**config.mk**
```make
export PLATFORM = sky130hd
export DESIGN_NAME = simplegrev
export DESIGN_NICKNAME = d
export VERILOG_FILES = /design/src/rtl/simplegrev.sv
export SDC_FILE = /design/constraint.sdc
export NUM_CORES = 1
export LEC_CHECK = 0
export CORE_UTILIZATION = 51
export DETAILED_ROUTE_END_ITERATION = 16
export HOLD_SLACK_MARGIN = 0.06
export PLACE_DENSITY = 0.86
export RECOVER_POWER = 25
export SKIP_LAST_GASP = 1
export SYNTH_ARGS = -nofsm -noshare
export SYNTH_HDL_FRONTEND = slang
export SYNTH_SLANG_ARGS = --single-unit
export TNS_END_PERCENT = 20
```
**constraint.sdc**
```tcl
create_clock -name clock -period 0.8 [get_ports clock]
set_clock_uncertainty 0.1 [all_clocks]
set_input_delay 0.16 -clock clock [delete_from_list [all_inputs] [get_ports clock]]
set_output_delay 0.16 -clock clock [all_outputs]
set_load 0.01 [all_outputs]
```
**src/rtl/simplegrev.sv**
```systemverilog
// simplegrev: generalized-reverse (GREV) unit with one registered output stage.
//
// rs1 is permuted by a cascade of SHW conditional swap stages. Stage k, enabled by
// rs2[k], exchanges every pair of adjacent 2^k-bit blocks. This covers bit, nibble,
// byte and halfword reversals and swaps (rev, rev8, brev8, swap16). Fixed latency of
// one cycle, one operand pair per cycle, with no handshake.
//
// Ports:
//   clock   in   1     rising-edge clock
//   resetn  in   1     asynchronous active-low reset; clears rd
//   rs1     in   XLEN  source operand
//   rs2     in   SHW   GREV control; bit k enables stage k
//   rd      out  XLEN  registered result, grev(rs1, rs2) of the previous edge

module simplegrev #(
  parameter int unsigned XLEN = 32,
  parameter int unsigned SHW  = $clog2(XLEN)
) (
  input  logic            clock,
  input  logic            resetn,
  input  logic [XLEN-1:0] rs1,
  input  logic [SHW-1:0]  rs2,
  output logic [XLEN-1:0] rd
);

  logic [XLEN-1:0] rd_d, rd_q;

  // Stage-k mask selects the lower block of each 2^k-bit pair: runs of 2^k ones
  // alternating with 2^k zeros, starting with ones at bit 0 (M0 = ...5555).
  function automatic logic [XLEN-1:0] grev_mask(input int unsigned k);
    logic [XLEN-1:0] m;
    for (int unsigned i = 0; i < XLEN; i++) begin
      m[i] = (((i >> k) & 1) == 0);
    end
    return m;
  endfunction

  // Swap cascade. Stages commute, so the fixed low-to-high order is arbitrary.
  always_comb begin
    logic [XLEN-1:0] x;
    logic [XLEN-1:0] m;
    x = rs1;
    m = '0;
    for (int unsigned k = 0; k < SHW; k++) begin
      m = grev_mask(k);
      if (rs2[k]) begin
        x = ((x & m) << (1 << k)) | ((x >> (1 << k)) & m);
      end
    end
    rd_d = x;
  end

  always_ff @(posedge clock or negedge resetn) begin
    if (!resetn) begin
      rd_q <= '0;
    end else begin
      rd_q <= rd_d;
    end
  end

  assign rd = rd_q;

endmodule

```
* After elaboration in Yosys (flattened, before gate mapping)
Index checks and enable logic that the tools add are counted.
** Cells by class
- Muxes and demuxes :: 5
- Bitwise operators :: 5
** Operator list (number)
- $mux W32 :: 5
- $or A32 B16 Y32 :: 1
- $or A32 B24 Y32 :: 1
- $or A32 B28 Y32 :: 1
- $or A32 B30 Y32 :: 1
- $or A32 B31 Y32 :: 1
** Word-level totals
- Flip-flop bits (word level) :: 32
- Input port bits :: 39
- Output and inout port bits :: 32
- Logic and storage cells :: 11

* Logic depth before layout (Yosys ltp)
- Word-level depth :: 10
- Gate-level depth with buffers :: 6
- Mapped depth without buffers :: 3

* Worst setup path after synthesis
No wires, ideal clock.
- Path kind :: input-to-reg
- Start :: input port rs2[3]
- End :: register rd_q[11], in the netlist rd[11]
- Buffers on the path :: 3
- Required time :: 575 ps
- Arrival :: 1828 ps
- Setup slack :: -1253 ps
- Stages on the path :: 6
- Library setup time :: 125 ps
- Path through :: buf_6 > buf_6 > clkbuf_1 > mux4_1 > mux4_1 > mux2_2
** Between the ends
- Word-level cells in the longest chain between the ends :: 3
** RTL lines
- start: declaration :: RTL line 22 : input logic [SHW-1:0] rs2,
- $mux W32 (*) :: RTL line 46 : if (rs2[k]) begin
- $or A32 B16 Y32 :: RTL line 47 : x = ((x & m) << (1 << k)) | ((x >> (1 << k)) & m);
- $mux W32 (*) :: RTL line 46
- net rd_d[11] :: RTL line 26 : logic [XLEN-1:0] rd_d, rd_q;
- end signal: assignment :: RTL line 57 : rd_q <= rd_d;
- end: declaration :: RTL line 26
Mark *: on every way through the listed nets, which the timed path passes. The rest lies on a longest branch.

* Final worst setup path
- Start :: input port rs2[0]
- End :: register rd_q[3], in the netlist rd[3]
** Between the ends
- Word-level cells in the longest chain between the ends :: 9
** RTL lines (RTL line)
- $mux W32 (*) :: 46
- $or A32 B30 Y32 :: 47
- $mux W32 (*) :: 46
- $or A32 B28 Y32 :: 47
- $mux W32 (*) :: 46
- $or A32 B24 Y32 :: 47
- $mux W32 (*) :: 46
- $or A32 B16 Y32 :: 47
- $mux W32 (*) :: 46
- net rd_d[3] :: 26
Marks and branches as above.

==> flow_summary.json <==
{
  "status": "finished with violations",
  "violations": "setup timing",
  "slew_viol_final": 0,
  "peakVddDrop_mv": 1.05,
  "yosys.cell_types.count": 8,
  "cp.required_ns": 0.86,
  "fin_ws_ns": -0.943,
  "wirelength_um": 6600,
  "die_y_um": 77.4,
  "clock_sinks": 32,
  "p_leak_nw": 1.46,
  "worst-path-max-fanout": 8,
  "hold_class": "input port to asynchronous set/reset pin",
  "post-route-util_pct": 69.5,
  "finalPower_w": 0.00597,
  "grt_setup_unrepaired": "yes",
  "placed_area_sq_um": 3630,
  "antenna_found_initial": 0,
  "numPortBuffers": 70,
  "antenna_left": 0,
  "synth_area_sq_um": 2900,
  "dr.pass1.iters": 4,
  "grt_use_total_pct": 23.8,
  "cts_root_buffer": "clkbuf_8",
  "overflow": 0,
  "cts_tree": "yes",
  "cts_buffer_depth": 2,
  "drc": 0,
  "htree_levels": 2,
  "grt_pass1_vias": 2010,
  "postSynthCellCount": 148,
  "setup_viol": 64,
  "power_density_nw_per_um2": 1560,
  "wire_per_inst_um": 21.9,
  "hpwl_um": 5070,
  "cts.reportedPaths.clkPinSlew_ns": 0.06,
  "crit_type": "input port to register",
  "stdcell_count": 301,
  "max_freq_ghz": 0.574,
  "via_count": 1974,
  "numCtsBuffers": 5,
  "area_delta_synth_final_pct": 32.0,
  "setup_tns_ns": -47.76,
  "initial_core_util_pct": 52.6,
  "placedCellCount": 290,
  "row_count": 27,
  "syn_avg_cell_area_sq_um": 19.6,
  "final_area_sq_um": 3830,
  "seq_area_frac_synth_pct": 27.6,
  "cap_violations": 0,
  "drtIter0Drc": 132,
  "syn_nets": 187,
  "nNetsFinal": 268,
  "critPathCaptureType": "register",
  "largest_reg_flops": 32,
  "dieArea_sq_um": 5990,
  "grt_max_degree": 33,
  "via_per_inst": 6.56,
  "drive_gt1_share_pct": 56.8,
  "tightestPinTransition_ns": 0.384,
  "fin_crit_sh_pct": 218,
  "diodes": 0,
  "ys_ff_latch": 32,
  "grt_pass1_wl_um": 10600,
  "arrival_ns": 1.80,
  "cp-start-kind": "input port",
  "slew_headroom_pct": 74.4,
  "yosys_warnings": 0,
  "report.final.hold_viol_count": 0,
  "core_region_area_sq_um": 5510,
  "ios": 71,
  "gp_congestion": 0.904,
  "fp.dieW_um": 77.4,
  "period_needed_ns": 1.74
}
[layout make-up]
type / count / area (sq um)
Sequential cell: 32 / 801
Clock buffer: 7 / 96.3
Tap cell: 72 / 90.1
Timing Repair Buffer: 94 / 1000
Fill cell: 359 / 1680
Multi-Input combinational cell: 96 / 1840
[cell usage after synthesis]
master,count,area [sq um]
mux2_2,32,360
buf_1,3,11.3
mux4_1,46,1210
buf_6,5,56.3
dfrtp_1,32,801
clkbuf_8,1,13.8
mux4_2,18,405
clkbuf_1,11,41.3
[report_power, final]
| group | switching [W] | internal, W | total (W) |
|---|---|---|---|
| registers | 0.0000875 | 0.00190 | 0.00199 |
| logic | 0.00103 | 0.00165 | 0.00268 |
| clock network | 0.000534 | 0.000764 | 0.00130 |
[what timing repair did]
action | CTS | global route
buffers inserted | 2 | 0
hold buffers | 0 | 0
gates cloned | 2 | 0
gates resized for setup | 84 | 6
setup endpoints to repair | 64 | 64
[worst paths after layout]
kind	startpoint	cells after the start	slack (ns)	endpoint
max	rs2[0]	5	-0.94	rd[3]
min	resetn	2	0.18	rd[29]
max in group asynchronous	resetn	2	0.14	rd[0]
min in group clock	rs2[1]	4	0.47	rd[13]
[kinds of logic (layout without fill, tap and decap cells)]
kind of cell	count (synthesis)	count (layout)	synth area share (%)
buffers and inverters	20	101	4.23
DFF	32	32	27.6
muxes	96	96	68.1
[cells in the final DEF, fill, tap and decap left out]
cell	instances
dfrtp_1	32
clkbuf_8	7
mux2_4	9
buf_16	2
mux2_2	23
buf_2	1
buf_8	2
mux4_2	64
buf_12	6
dlygate4sd2_1	7
clkdlybuf4s15_1	25
buf_4	13
buf_6	3
clkdlybuf4s50_1	35
[critical path: stages]
cell and delay [ns]:
buf_12 0.11, buf_12 0.13, mux4_2 0.59, mux4_2 0.52
mux2_4 0.29
[stage by stage]
stage | setup slack (ns) | hold slack [ns]
floorplan | -1.07 | -0.236
global placement | -1.64 | 0.438
detailed placement | -1.67 | 0.441
CTS | -0.915 | 0.148
global route | -0.941 | 0.227
finish | -0.943 | 0.179
[metal layers]
metal	vias up	wire, um	global-route usage [%]
li1	814	-	-
met1	1009	2500	31.1
met2	140	3440	40.4
met3	11	473	3.18
met4	0	195	9.43
met5	-	0	0
(Power assumes the default switching activity.)
